### src/rtl/rl_step_sequencer_pkg.sv
// Shared types and default sizing for the RL step sequencer.
// The sample word is what the queue stores; the enum is the step FSM state.
package rl_seq_pkg;

  localparam int DATA_WIDTH          = 4;
  localparam int NEURON_INPUT_LAYER  = 2;
  localparam int NEURON_OUTPUT_LAYER = 2;
  localparam int COUNT               = 4;

  localparam int STATE_W = NEURON_INPUT_LAYER * DATA_WIDTH;
  localparam int LOSS_W  = COUNT * DATA_WIDTH;
  localparam int OUT_W   = NEURON_OUTPUT_LAYER * DATA_WIDTH;

  localparam int DEF_FIFO_DEPTH     = 4;
  localparam int DEF_ENABLE_CYCLES  = 10;
  localparam int DEF_TIMEOUT_CYCLES = 255;

  typedef enum logic [2:0] {IDLE, LOAD, MFWD, TFWD, TRN, RES} seq_state_t;

  typedef struct packed {
    logic [STATE_W-1:0] state;
    logic [LOSS_W-1:0]  loss;
    logic               train;
  } sample_t;

  localparam int SAMPLE_W = $bits(sample_t);

endpackage

### src/rtl/rl_step_sequencer_if.sv
// Host-side channels: sample offer (s_*) and result return (r_*).
// Both follow valid/ready: a transfer happens on a rising clk edge where valid and ready are both 1;
// valid, once raised, holds with its payload stable until that transfer.
interface rl_step_sequencer_if;
  logic                           s_valid;
  logic                           s_ready;
  logic [rl_seq_pkg::STATE_W-1:0] s_state;
  logic [rl_seq_pkg::LOSS_W-1:0]  s_loss;
  logic                           s_train;
  logic                           r_valid;
  logic                           r_ready;
  logic [rl_seq_pkg::OUT_W-1:0]   r_data;

  modport master (output s_valid, s_state, s_loss, s_train, r_ready,
                  input  s_ready, r_valid, r_data);
  modport slave  (input  s_valid, s_state, s_loss, s_train, r_ready,
                  output s_ready, r_valid, r_data);
endinterface

### src/rtl/rl_step_sequencer_fifo.sv
// Sample queue: wrap-bit pointers for full/empty, registered read data
// that appears the cycle after a pop and holds until the next pop.
module rl_sample_fifo #(
  parameter int WIDTH = 8,
  parameter int DEPTH = 4
) (
  input  logic             clk,
  input  logic             rst_b,
  input  logic             push,
  input  logic [WIDTH-1:0] wr_data,
  input  logic             pop,
  output logic [WIDTH-1:0] rd_data,
  output logic             full,
  output logic             empty
);
  localparam int AW = $clog2(DEPTH);
  localparam logic [AW:0] PTR_ONE = (AW+1)'(1);

  logic [WIDTH-1:0] mem [DEPTH];
  logic [AW:0]      wr_ptr, rd_ptr;
  logic             do_push, do_pop;

  assign empty   = (wr_ptr == rd_ptr);
  assign full    = (wr_ptr[AW] != rd_ptr[AW]) && (wr_ptr[AW-1:0] == rd_ptr[AW-1:0]);
  assign do_push = push && !full;
  assign do_pop  = pop && !empty;

  always_ff @(posedge clk) begin
    if (do_push) mem[wr_ptr[AW-1:0]] <= wr_data;
  end

  always_ff @(posedge clk or negedge rst_b) begin
    if (!rst_b) begin
      wr_ptr  <= '0;
      rd_ptr  <= '0;
      rd_data <= '0;
    end else begin
      if (do_push) wr_ptr <= wr_ptr + PTR_ONE;
      if (do_pop) begin
        rd_data <= mem[rd_ptr[AW-1:0]];
        rd_ptr  <= rd_ptr + PTR_ONE;
      end
    end
  end
endmodule

### src/rtl/rl_step_sequencer.sv
// Drives one load/forward/target/train/result step per queued sample into the NN wrapper,
// reacting only to rising edges of the wrapper's level done signals, with a per-wait timeout.
module rl_step_sequencer
  import rl_seq_pkg::*;
#(
  parameter int FIFO_DEPTH     = DEF_FIFO_DEPTH,
  parameter int ENABLE_CYCLES  = DEF_ENABLE_CYCLES,
  parameter int TIMEOUT_CYCLES = DEF_TIMEOUT_CYCLES
) (
  input  logic               clk,
  input  logic               rst_b,
  rl_step_sequencer_if.slave host,
  output logic [STATE_W-1:0] nn_input,
  output logic               input_enable,
  output logic               use_target,
  output logic               is_training,
  output logic [LOSS_W-1:0]  loss,
  input  logic               model_fwd_done,
  input  logic               target_fwd_done,
  input  logic               training_done,
  input  logic [OUT_W-1:0]   nn_inf_output,
  output logic               busy,
  output logic               err_timeout,
  input  logic               clr_err,
  output seq_state_t         dbg_state
);
  localparam int EW = (ENABLE_CYCLES > 1) ? $clog2(ENABLE_CYCLES) : 1;
  localparam int TW = (TIMEOUT_CYCLES > 1) ? $clog2(TIMEOUT_CYCLES) : 1;
  localparam logic [EW-1:0] EN_LAST = EW'(ENABLE_CYCLES - 1);
  localparam logic [TW-1:0] TO_LAST = TW'(TIMEOUT_CYCLES - 1);

  seq_state_t       state;
  sample_t          wr_sample, cur;
  logic             full, empty, pop;
  logic [EW-1:0]    en_cnt;
  logic [TW-1:0]    wait_cnt;
  logic             md_q, td_q, tr_q;
  logic             waiting, got_edge;
  logic             r_valid_q;
  logic [OUT_W-1:0] r_data_q;

  assign wr_sample    = '{state: host.s_state, loss: host.s_loss, train: host.s_train};
  assign host.s_ready = !full;
  assign host.r_valid = r_valid_q;
  assign host.r_data  = r_data_q;
  assign pop          = (state == IDLE) && !empty;

  // The FIFO read register doubles as the current-sample register.
  rl_sample_fifo #(.WIDTH(SAMPLE_W), .DEPTH(FIFO_DEPTH)) u_fifo (
    .clk     (clk),
    .rst_b   (rst_b),
    .push    (host.s_valid),
    .wr_data (wr_sample),
    .pop     (pop),
    .rd_data (cur),
    .full    (full),
    .empty   (empty)
  );

  assign nn_input  = cur.state;
  assign loss      = cur.loss;
  assign dbg_state = state;

  always_ff @(posedge clk or negedge rst_b) begin
    if (!rst_b) begin
      md_q <= 1'b0;
      td_q <= 1'b0;
      tr_q <= 1'b0;
    end else begin
      md_q <= model_fwd_done;
      td_q <= target_fwd_done;
      tr_q <= training_done;
    end
  end

  always_comb begin
    waiting  = 1'b0;
    got_edge = 1'b0;
    case (state)
      MFWD:    begin waiting = 1'b1; got_edge = model_fwd_done  && !md_q; end
      TFWD:    begin waiting = 1'b1; got_edge = target_fwd_done && !td_q; end
      TRN:     begin waiting = 1'b1; got_edge = training_done   && !tr_q; end
      default: ;
    endcase
  end

  always_ff @(posedge clk or negedge rst_b) begin
    if (!rst_b) begin
      state        <= IDLE;
      en_cnt       <= '0;
      wait_cnt     <= '0;
      input_enable <= 1'b0;
      use_target   <= 1'b0;
      is_training  <= 1'b0;
      r_valid_q    <= 1'b0;
      r_data_q     <= '0;
      busy         <= 1'b0;
      err_timeout  <= 1'b0;
    end else begin
      if (clr_err) err_timeout <= 1'b0;
      // A done edge in the expiry cycle takes the normal path below.
      if (waiting && !got_edge) begin
        if (wait_cnt == TO_LAST) begin
          state       <= IDLE;
          use_target  <= 1'b0;
          is_training <= 1'b0;
          busy        <= 1'b0;
          err_timeout <= 1'b1;
        end else begin
          wait_cnt <= wait_cnt + TW'(1);
        end
      end
      case (state)
        IDLE: if (!empty) begin
          state        <= LOAD;
          en_cnt       <= '0;
          input_enable <= 1'b1;
          busy         <= 1'b1;
        end
        LOAD: if (en_cnt == EN_LAST) begin
          state        <= MFWD;
          input_enable <= 1'b0;
          wait_cnt     <= '0;
        end else begin
          en_cnt <= en_cnt + EW'(1);
        end
        MFWD: if (got_edge) begin
          r_data_q <= nn_inf_output;
          wait_cnt <= '0;
          if (cur.train) begin
            state      <= TFWD;
            use_target <= 1'b1;
          end else begin
            state     <= RES;
            r_valid_q <= 1'b1;
          end
        end
        TFWD: if (got_edge) begin
          state       <= TRN;
          is_training <= 1'b1;
          wait_cnt    <= '0;
        end
        TRN: if (got_edge) begin
          state       <= RES;
          use_target  <= 1'b0;
          is_training <= 1'b0;
          r_valid_q   <= 1'b1;
        end
        RES: if (host.r_ready) begin
          state     <= IDLE;
          r_valid_q <= 1'b0;
          busy      <= 1'b0;
        end
        default: begin
          state        <= IDLE;
          input_enable <= 1'b0;
          use_target   <= 1'b0;
          is_training  <= 1'b0;
          r_valid_q    <= 1'b0;
          busy         <= 1'b0;
        end
      endcase
    end
  end
endmodule

### src/flat_wrapper.sv
// flat-port wrapper written by rule: the top's interface ports become plain ports
module rl_step_sequencer_flat import rl_seq_pkg::*;
#(
  parameter int FIFO_DEPTH     = DEF_FIFO_DEPTH,
  parameter int ENABLE_CYCLES  = DEF_ENABLE_CYCLES,
  parameter int TIMEOUT_CYCLES = DEF_TIMEOUT_CYCLES
)
  (clk, rst_b, nn_input, input_enable, use_target, is_training, loss, model_fwd_done, target_fwd_done, training_done, nn_inf_output, busy, err_timeout, clr_err, dbg_state, host_s_valid, host_s_state, host_s_loss, host_s_train, host_r_ready, host_s_ready, host_r_valid, host_r_data);
  rl_step_sequencer_if host_i ();
  input  logic clk;
  input  logic rst_b;
  output logic [STATE_W-1:0] nn_input;
  output logic input_enable;
  output logic use_target;
  output logic is_training;
  output logic [LOSS_W-1:0] loss;
  input  logic model_fwd_done;
  input  logic target_fwd_done;
  input  logic training_done;
  input  logic [OUT_W-1:0] nn_inf_output;
  output logic busy;
  output logic err_timeout;
  input  logic clr_err;
  output seq_state_t dbg_state;
  input wire logic [$bits(host_i.s_valid)-1:0] host_s_valid;
  input wire logic [$bits(host_i.s_state)-1:0] host_s_state;
  input wire logic [$bits(host_i.s_loss)-1:0] host_s_loss;
  input wire logic [$bits(host_i.s_train)-1:0] host_s_train;
  input wire logic [$bits(host_i.r_ready)-1:0] host_r_ready;
  output wire logic [$bits(host_i.s_ready)-1:0] host_s_ready;
  output wire logic [$bits(host_i.r_valid)-1:0] host_r_valid;
  output wire logic [$bits(host_i.r_data)-1:0] host_r_data;
  assign host_i.s_valid = host_s_valid;
  assign host_i.s_state = host_s_state;
  assign host_i.s_loss = host_s_loss;
  assign host_i.s_train = host_s_train;
  assign host_i.r_ready = host_r_ready;
  assign host_s_ready = host_i.s_ready;
  assign host_r_valid = host_i.r_valid;
  assign host_r_data = host_i.r_data;
  rl_step_sequencer #(.FIFO_DEPTH(FIFO_DEPTH), .ENABLE_CYCLES(ENABLE_CYCLES), .TIMEOUT_CYCLES(TIMEOUT_CYCLES)) u_core (.clk(clk), .rst_b(rst_b), .host(host_i), .nn_input(nn_input), .input_enable(input_enable), .use_target(use_target), .is_training(is_training), .loss(loss), .model_fwd_done(model_fwd_done), .target_fwd_done(target_fwd_done), .training_done(training_done), .nn_inf_output(nn_inf_output), .busy(busy), .err_timeout(err_timeout), .clr_err(clr_err), .dbg_state(dbg_state));
endmodule
### config.mk
export PLATFORM = sky130hd
export DESIGN_NAME = rl_step_sequencer_flat
export DESIGN_NICKNAME = d
export VERILOG_FILES = /design/src/rtl/rl_step_sequencer_pkg.sv /design/src/rtl/rl_step_sequencer_if.sv /design/src/rtl/rl_step_sequencer_fifo.sv /design/src/rtl/rl_step_sequencer.sv /design/src/flat_wrapper.sv
export SDC_FILE = /design/constraint.sdc
export NUM_CORES = 1
export LEC_CHECK = 0
export BUFFER_PORTS_ARGS = -buffer_cell sky130_fd_sc_hd__buf_2
export CORE_UTILIZATION = 36
export DETAILED_ROUTE_END_ITERATION = 8
export SLEW_MARGIN = 20
export SYNTH_ARGS = -nofsm -noshare
export SYNTH_HDL_FRONTEND = slang
export SYNTH_SLANG_ARGS = --single-unit
### constraint.sdc
create_clock -name clk -period 2.3 [get_ports clk]
set_input_delay 0.345 -clock clk [delete_from_list [all_inputs] [get_ports clk]]
set_output_delay 0.345 -clock clk [all_outputs]
set_load 0.02 [all_outputs]
==> impl_metrics.yaml, run 1 <==
cells_and_area:
  layout_commonest_cell: "edfxtp_1"
  fin_util_pct: 43.3
  area_delta_synth_final_pct: 16.4
  fin_nets: 522
  final_cells: 714
  drive_above_1_share_pct: 37.5
  design_area_um2: 7920
  final_cell_mix: "edfxtp_1, buf_2, dfrtp_1"
  diodes: 0
setup_path:
  required_ns: 2.61
  startpoint: "u_core.dbg_state[2]"
  r2r_start: "u_core.dbg_state[2]"
  start_kind: "register"
  worstPathMaxFanout: 15
  cp-end-kind: "register"
  cp.arrival_ns: 2.24
  worst-setup-path-type: "reg -> reg"
clock_tree:
  clkTransAtPathRegs_ns: 0.07
  cts_resized: 0
  cts_max_level: 4
  clockBufferDepth: 2
  cts_tree: "built"
  root_buffer: "clkbuf_16"
  postCtsSetupRepairBufs: 0
  clock-sinks: 163
  hold_buffers: 0
  clock_latency_ns: 0.43
  numCtsBuffers: 17
placement:
  dpl.cell_count: 682
  hpwl_um: 8280
  preCtsSetupSlack_ns: 0.387
  placedInstanceArea_um2: 7370
  io_buffers: 82
  gp_congestion: 0.832
sta:
  slew_headroom_pct: 49.1
  post-route-min-period_ns: 1.93
  timing.fmax_mhz: 519
  fin_crit_sh_pct: 83.8
  fin_hold_ws_ns: -0.00366
  finalWorstSetupSlack_ns: 0.373
  skew_ns: 0.00929
  finalMaxSlewViolations: 0
  rsz0062_at_grt: "false"
  finalHoldViolations: 3
  setup_viol: 0
  tns_ns: 0
  tightest_slew_ns: 0.763
synthesis:
  ys_async_sr_fraction_pct: 38.7
  ys_seq_area_share_pct: 67.3
  netlist_instances: 395
  synth_flop_cell: "edfxtp_1"
  netlist_area_um2: 6800
  synth_edf_count: 100
  ys_warn_count: 0
  synth_top_area_share_pct: 44.1
  ys_ff_latch: 163
  syn_nets: 445
  syn-mean-instance-area_um2: 17.2
  synth.largest_area_cell: "edfxtp_1"
  synth_cell_types: 61
  synth.top_cells.by_area: "edfxtp_1, dfrtp_1, mux4_2"
global_routing:
  grt_overflow: 0
  grt_max_degree: 57
  grt_pass1_wl_um: 20600
  grt_pass1_vias: 3832
  grt.total_usage_pct: 14.3
  antenna_found_initial: 0
floorplan:
  coreArea_um2: 18300
  die_area_um2: 19500
  initial_core_util_pct: 37.2
  row_count: 49
  fp.dieW_um: 139
  die_y_um: 139
  ioPinCount: 83
pwr:
  pwr-share-clk_pct: 25.6
  peakVddDrop_v: 0.000652
  p_per_area_nw_per_um2: 1280
  power_frac_comb_pct: 31.1
  p_leak_uw: 0.00310
  power.internal_uw: 6830
  switchingPower_uw: 3320
  seq_power_share_pct: 43.3
  switching_share_pct: 32.7
detailed_routing:
  drtPass1Iterations: 6
  drtAntennaViolNets: 0
  dr_total_vias: 3575
  drc: 0
  drt-total-wl_um: 12600
  viasPerCell: 5.01
  drt_iter0_drc: 162
  wl_per_cell_um: 17.7
status:
  status: "finished with violations"
  violations: "hold timing"
hold_path:
  min_path_type: "in -> async"
flow_run:
  drv_cap: 0
==> worst paths after layout <==
path | to | slack [ns] | depth (start not counted)
min | u_core.td_q | -0.004 | 1
max in group asynchronous | u_core.u_fifo.rd_data[1] | 1.67 | 2
min reg2reg | u_core.u_fifo.rd_data[18] | 0.48 | 1
min in group clk | u_core.tr_q | 0.05 | 1
max | u_core.use_target | 0.37 | 4
max reg2reg | u_core.use_target | 0.37 | 4
==> cell type report <==
class                      instances  area, um2
multi-input combinational        183       1930
timing repair buffer              98        546
inverter                           9       33.8
clock buffer                      19        443
clock inverter                    13        100
fill                            1649      10400
sequential                       163       4580
tap                              229        287
==> Yosys cell counts, drive strengths merged (2+ instances only) <==
| library cell | number |
|---|---|
| and3b | 2 |
| edfxtp | 100 |
| nand3b | 2 |
| mux4 | 25 |
| or3 | 2 |
| buf | 36 |
| and3 | 4 |
| ha | 9 |
| clkbuf | 4 |
| o21ai | 8 |
| or3b | 2 |
| xor2 | 3 |
| a31oi | 5 |
| and4bb | 2 |
| mux2 | 34 |
| o21a | 2 |
| and2 | 7 |
| o211ai | 3 |
| a21oi | 2 |
| and4 | 2 |
| a311oi | 2 |
| nor2 | 4 |
| nand2 | 13 |
| o211a | 2 |
| mux2i | 3 |
| xnor2 | 5 |
| a31o | 2 |
| a22o | 5 |
| a22oi | 2 |
| nand3 | 12 |
| inv | 9 |
| dfrtp | 63 |
| a41o | 2 |
| a21o | 2 |
==> critical path, cell delays in order, from the launching register on <==
cell and delay [ns]:
dfrtp_1 0.59, or3b_4 0.46, a22oi_4 0.30, nand3_2 0.18
a32o_1 0.28
==> metrics by stage <==
step / hold slack (ns) / total power (uW)
finish: -0.00366 / 10200
global route: 0.0429 / 10800
CTS: 0.0171 / 10300
detailed placement: 0.469 / 7710
global placement: 0.471 / 7600
floorplan: 0.0494 / 6900
==> cell families (layout without fill, tap and decap cells) <==
group,after synthesis,count (layout),synth area share [%]
flip-flops,163,163,67.3
multiplexers,62,62,14.3
AND/OR/NAND/NOR,57,57,5.24
buffers and inverters,49,139,4.58
AO/OA/AOI/OAI,47,47,5.63
adder cells (fa/ha/maj),9,9,1.66
XOR/XNOR,8,8,1.25
==> registers in the layout, summed over array words and instances, names as in the netlist <==
signal,flops
u_core.u_fifo.mem,100
u_core.u_fifo.rd_data,25
u_core.host.r_data,8
u_core.wait_cnt,8
u_core.en_cnt,4
u_core.dbg_state,3
u_core.u_fifo.rd_ptr,3
u_core.u_fifo.wr_ptr,3
u_core.busy,1
u_core.err_timeout,1
u_core.host.r_valid,1
u_core.input_enable,1
u_core.is_training,1
u_core.md_q,1
u_core.td_q,1
u_core.tr_q,1
u_core.use_target,1
==> power by group through the flow <==
stage	sequential, uW	clock (uW)	combinational [uW]
detailed placement	4460	0	3250
floorplan	4370	0	2530
global route	4500	2780	3480
finish	4400	2600	3160
CTS	4410	2680	3260
global placement	4420	0	3180
==> metal layers <==
metal  share of wire [%]  vias to the layer above  routed length (um)  track usage [%]
met5                   0                        -                   0                0
met4                 1.2                        0                 154             5.09
met3                 5.0                       14                 627             4.54
met2                  51                       85                6410             24.3
met1                  43                     1816                5460             17.1
li1                    -                     1660                   -                -
Power figures use the tool's default switching activity.
==> run 2, diff against run 1 <==
==> constraint.sdc (replaced) <==
create_clock -name clk -period 1.7 [get_ports clk]
set_input_delay 0.255 -clock clk [delete_from_list [all_inputs] [get_ports clk]]
set_output_delay 0.255 -clock clk [all_outputs]
set_load 0.02 [all_outputs]
==> impl_metrics.yaml, run 2 (synthesized netlist as in run 1, its figures left out) <==
status:
  status: "finished with violations"
  violations: "setup timing"
hold_path:
  min_path_type: "in -> reg"
  holdPathEnd: "u_core.u_fifo.mem[1][16]"
  min_from: "host_s_loss[15]"
  hold_path_depth: 1
setup_path:
  r2r_cells: 6
  cp-end-kind: "register"
  cp_slowest_stage_delay_ns: 0.47
  critPathBufInv: 3
  r2r_slack_ns: -0.06
  startpoint: "u_core.u_fifo.rd_ptr[0]"
  slowest_stage: "dfrtp_2"
  cp_cell_sequence: "xnor2_4 > buf_4 > a31oi_4 > buf_12 > clkbuf_16 > mux2_4"
  regToRegEndpoint: "u_core.u_fifo.rd_data[0]"
  required_ns: 2.01
  worst-setup-path-type: "reg -> reg"
  start_kind: "register"
  cp_top_family: "buffers and inverters"
  worstPathMaxFanout: 5
  r2r_start: "u_core.u_fifo.rd_ptr[0]"
  cp.arrival_ns: 2.07
floorplan:
  die_area_um2: 19500
  coreArea_um2: 18300
  ioPinCount: 83
  initial_core_util_pct: 37.2
  row_count: 49
  fp.dieW_um: 139
  die_y_um: 139
sta:
  skew_ns: 0.00999
  post-route-min-period_ns: 1.76
  finalWorstSetupSlack_ns: -0.0598
  rsz0062_at_grt: "true"
  setup_viol: 47
  finalMaxSlewViolations: 0
  finalHoldViolations: 0
  fin_crit_sh_pct: 104
  slew_headroom_pct: 68.1
  fin_hold_ws_ns: 0.0376
  tightest_slew_ns: 0.478
  timing.fmax_mhz: 568
  tns_ns: -1.21
detailed_routing:
  drtAntennaViolNets: 0
  drt_iter0_drc: 209
  drc: 0
  drtPass1Iterations: 4
  dr_total_vias: 3911
  viasPerCell: 5.10
  drt-total-wl_um: 14800
  wl_per_cell_um: 19.3
cells_and_area:
  fin_nets: 575
  largest_reg_flops: 100
  final_cells: 767
  layout_commonest_cell: "edfxtp_1"
  diodes: 0
  area_delta_synth_final_pct: 31.3
  drive_above_1_share_pct: 49.3
  final_cell_mix: "edfxtp_1, buf_2, dfrtp_1"
pwr:
  switching_share_pct: 31.1
  switchingPower_uw: 5010
  seq_power_share_pct: 37.1
  peakVddDrop_v: 0.00104
  p_leak_uw: 0.00359
  power_frac_comb_pct: 38.7
  pwr-share-clk_pct: 24.2
  p_per_area_nw_per_um2: 1800
  power.internal_uw: 11100
placement:
  preCtsSetupSlack_ns: -0.0731
  io_buffers: 82
  gp_congestion: 0.836
  dpl.cell_count: 705
  hpwl_um: 8760
clock_tree:
  numCtsBuffers: 17
  clock_latency_ns: 0.43
  cts_max_level: 4
  cts_tree: "built"
  root_buffer: "clkbuf_16"
  clock-sinks: 163
  clkTransAtPathRegs_ns: 0.06
  clockBufferDepth: 2
global_routing:
  grt_overflow: 0
  grt_pass1_vias: 4150
  antenna_found_initial: 2
  grt.total_usage_pct: 15.5
  grt_max_degree: 34
  grt_pass1_wl_um: 22600
flow_run:
  drv_cap: 0
==> run 2: changes by cell type in the layout (fill, tap and decap cells not counted), moves of 3 or more <==
| cell | delta |
|---|---|
| mux2_4 | +25 |
| buf_4 | +17 |
| mux2_1 | -17 |
| buf_6 | +14 |
| buf_12 | +8 |
| mux2_2 | -8 |
| clkbuf_16 | +6 |
| dlygate4sd3_1 | +5 |
| and2_1 | -4 |
| and2_4 | +4 |
| bufinv_16 | +3 |
| dfrtp_1 | -3 |
| dfrtp_2 | +3 |
==> run 2: worst max-delay path by stage <==
| stage | endpoint | slack (ns) | depth (start not counted) |
|---|---|---|---|
| final | u_core.u_fifo.rd_data[0] | -0.06 | 6 |
| after global routing | host_s_ready | -0.11 | 4 |
| after CTS | u_core.u_fifo.mem[2][7] | -0.06 | 5 |
| after detailed placement | u_core.u_fifo.rd_data[1] | -0.07 | 4 |
| after global placement | u_core.u_fifo.rd_data[3] | -0.05 | 4 |
| after floorplan | u_core.u_fifo.mem[0][0] | -0.14 | 4 |
==> run 2: stage by stage <==
step	total power [uW]	instance area, um2	utilization [%]
global route	16900	8930	48.9
floorplan	9340	6830	-
finish	16100	8930	48.9
detailed placement	10800	7640	41.8
CTS	15500	8560	46.9
global placement	10700	7640	41.8
==> run 2: layout make-up <==
cell class                 instances  area [um2]
fill                            1549        9340
sequential                       163        4580
multi-input combinational        184        2150
timing repair buffer             150        1270
clock buffer                      21         450
tap                              229         287
clock inverter                    11         153
inverter                           9        33.8
==> run 2: repair_timing <==
action / in CTS / in global routing
endpoints found under the hold margin: 35 / 0
gates cloned: 4 / 8
hold buffers: 5 / 0
endpoints found under the setup margin: 41 / 148
gates resized for setup: 20 / 41
pin swaps: 7 / 11
setup buffers: 10 / 4
==> run 2: layer usage <==
layer / routed length (um) / GRT usage [%] / share of wire (%) / vias up
met5: 13 / 0 / 0.088 / -
met4: 103 / 4.04 / 0.70 / 2
met2: 7550 / 26.8 / 51 / 118
met1: 6240 / 18.7 / 42 / 2005
met3: 870 / 4.96 / 5.9 / 10
li1: - / - / - / 1776
==> run 2: power groups by stage <==
| stage | combinational [uW] | clock, uW | sequential, uW |
|---|---|---|---|
| floorplan | 3440 | 0 | 5900 |
| global placement | 4720 | 0 | 5940 |
| detailed placement | 4830 | 0 | 6000 |
| CTS | 5580 | 4000 | 5960 |
| global route | 6660 | 4170 | 6070 |
| finish | 6230 | 3900 | 5970 |
==> run 3, diff against run 2 <==
--- a/config.mk
+++ b/config.mk
@@ -8,7 +8,9 @@
 export BUFFER_PORTS_ARGS = -buffer_cell sky130_fd_sc_hd__buf_2
 export CORE_UTILIZATION = 36
 export DETAILED_ROUTE_END_ITERATION = 8
+export RECOVER_POWER = 100
 export SLEW_MARGIN = 20
 export SYNTH_ARGS = -nofsm -noshare
 export SYNTH_HDL_FRONTEND = slang
+export SYNTH_HIERARCHICAL = 1
 export SYNTH_SLANG_ARGS = --single-unit
==> impl_metrics.yaml, run 3 <==
status:
  status: "finished with violations"
  violations: "setup timing"
setup_path:
  regToRegEndpoint: "u_core/u_fifo/rd_data[15]"
  cp.arrival_ns: 2.18
  worstPathMaxFanout: 11
  cp_cell_sequence: "xnor2_4 > nand2_2 > nor2_1 > nor2_1 > nand2_1 > inv_2 > inv_2 > a31o_4 > buf_12 > mux2_4"
  cp_top_family: "flip-flops"
  slowest_stage: "dfrtp_2"
  r2r_start: "u_core/u_fifo/wr_ptr[1]"
  required_ns: 2.00
  cp-end-kind: "register"
  r2r_cells: 10
  worst-setup-path-type: "reg -> reg"
  r2r_slack_ns: -0.19
  critPathBufInv: 3
  start_kind: "register"
  cp_slowest_stage_delay_ns: 0.44
floorplan:
  coreArea_um2: 18200
  fp.dieW_um: 139
  ioPinCount: 83
  die_area_um2: 19400
  initial_core_util_pct: 37.3
  row_count: 49
  die_y_um: 139
sta:
  finalMaxSlewViolations: 0
  fin_crit_sh_pct: 111
  timing.fmax_mhz: 530
  tightest_slew_ns: 0.835
  setup_viol: 109
  post-route-min-period_ns: 1.89
  slew_headroom_pct: 44.3
  rsz0062_at_grt: "true"
  skew_ns: 0.00638
  finalHoldViolations: 0
  finalWorstSetupSlack_ns: -0.186
synthesis:
  synth.top_cells.by_area: "edfxtp_1, dfrtp_1, mux4_1"
  synth.most_common_cell: "edfxtp_1"
  ys_ff_latch: 163
  synth.largest_area_cell: "edfxtp_1"
  ys_seq_area_share_pct: 67.5
  synth_flop_cell: "edfxtp_1"
  syn_nets: 445
  synth_cell_types: 53
  synth_top_area_share_pct: 44.3
  netlist_instances: 395
  ys_async_sr_fraction_pct: 38.7
  netlist_area_um2: 6780
  ys_top_cells_by_count: "edfxtp_1, dfrtp_1, nand2_1, mux4_1, mux2_4"
  synth_edf_count: 100
  syn-mean-instance-area_um2: 17.2
  ys_warn_count: 6
detailed_routing:
  drc: 0
  dr_total_vias: 4024
  drt_iter0_drc: 140
  drt-total-wl_um: 14400
  wl_per_cell_um: 17.7
  drtPass1Iterations: 4
  drtAntennaViolNets: 0
  viasPerCell: 4.96
global_routing:
  grt_pass1_vias: 4234
  grt_overflow: 0
  grt.total_usage_pct: 15.5
  grt_pass1_wl_um: 22600
  grt_max_degree: 33
  antenna_found_initial: 0
clock_tree:
  clock_latency_ns: 0.42
  numCtsBuffers: 17
  clockBufferDepth: 2
  cts_tree: "built"
  cts_max_level: 4
  clkTransAtPathRegs_ns: 0.06
  clock-sinks: 163
  root_buffer: "clkbuf_16"
hold_path:
  holdPathEnd: "u_core/host.r_data[2]"
  min_from: "nn_inf_output[2]"
  min_path_type: "in -> reg"
  hold_path_depth: 3
cells_and_area:
  final_cell_mix: "edfxtp_1, clkbuf_1, dfrtp_1"
  diodes: 0
  largest_reg_flops: 100
  drive_above_1_share_pct: 36.1
  fin_nets: 619
  design_area_um2: 9150
  fill_cells: 1525
  fin_util_pct: 50.2
  layout_commonest_cell: "edfxtp_1"
  area_delta_synth_final_pct: 34.9
pwr:
  peakVddDrop_v: 0.000911
  p_per_area_nw_per_um2: 1880
  p_leak_uw: 0.00363
flow_run:
  drv_cap: 0
placement:
  placedInstanceArea_um2: 8040
  preCtsSetupSlack_ns: -0.201
  io_buffers: 82
  hpwl_um: 9070
  gp_congestion: 0.817
==> run 3: changes by cell type in the layout (fill, tap and decap cells not counted), moves of 6 or more <==
cell,delta
nand2_1,+24
mux2_1,-6
mux4_2,-24
buf_4,+17
nor2_1,+10
mux4_1,+24
mux2_4,-6
buf_2,-66
clkbuf_2,+6
clkbuf_1,+66
==> run 3: worst reg2reg max path, cell delays in order (launching register included) <==
cell and delay [ns]:
dfrtp_2 0.44, xnor2_4 0.15, nand2_2 0.07, nor2_1 0.04, nor2_1 0.14, nand2_1 0.11, inv_2 0.08, inv_2 0.03
a31o_4 0.24, buf_12 0.16, mux2_4 0.31
==> run 3: where the power goes <==
group / switching (uW) / internal, uW
logic: 3390 / 3760
registers: 621 / 5490
clock network: 1580 / 2340
total: 5590 / 11600
==> run 3: worst max path at each step <==
| stage | startpoint | end | slack [ns] | cells after the start |
|---|---|---|---|---|
| after global routing | u_core/u_fifo/wr_ptr[1] | u_core/u_fifo/rd_data[2] | -0.25 | 10 |
| final | u_core/u_fifo/wr_ptr[1] | u_core/u_fifo/rd_data[15] | -0.19 | 10 |
| after CTS | u_core/u_fifo/wr_ptr[1] | u_core/u_fifo/rd_data[15] | -0.19 | 10 |
| after detailed placement | u_core/u_fifo/rd_ptr[1] | u_core/u_fifo/rd_data[9] | -0.20 | 10 |
| after global placement | u_core/u_fifo/rd_ptr[1] | u_core/u_fifo/rd_data[15] | -0.17 | 10 |
| after floorplan | u_core/u_fifo/rd_ptr[0] | u_core/u_fifo/rd_data[0] | -0.30 | 12 |
==> run 3: per-stage QoR <==
stage | std cells | total power, uW | setup TNS (ns) | hold WS [ns]
final | 811 | 17200 | -8.12 | 0.0263
after global placement | 750 | 12300 | -4.28 | 0.226
after global routing | 811 | 18100 | -18.48 | 0.0217
after detailed placement | 750 | 12400 | -4.97 | 0.232
after CTS | 802 | 17100 | -8.10 | 0.00853
after floorplan | 395 | 10000 | -17.30 | -0.0406
==> run 3: cell families after synthesis <==
group / synth area share [%]
AO/OA/AOI/OAI: 5.16
adder cells (fa/ha/maj): 1.66
flip-flops: 67.5
buffers and inverters: 2.34
AND/OR/NAND/NOR: 6.66
XOR/XNOR: 1.51
multiplexers: 15.2
==> run 3: final cells by class <==
class / instances / area, um2 / area share (%)
flip-flops and latches: 163 / 4580 / 50.1
multi-input cells: 203 / 2330 / 25.5
repair buffers: 172 / 1300 / 14.2
clock buffers: 19 / 433 / 4.73
well taps: 229 / 287 / 3.13
clock inverters: 13 / 171 / 1.87
inverters: 12 / 45.0 / 0.492
==> run 3: what timing repair did <==
action	in CTS	in global routing
pin swaps	18	17
setup buffers	15	8
endpoints found under the setup margin	103	117
endpoints found under the hold margin	34	0
gates resized for setup	24	37
hold buffers	4	0
cloned	4	1
==> run 3: per-layer routing <==
metal  GRT usage [%]  up-vias  share of wire [%]
met5               0        -                  0
met4            3.68        0               0.65
met3            4.58        9                5.3
met2            27.8      103                 53
met1            18.1     2010                 41
li1                -     1902                  -
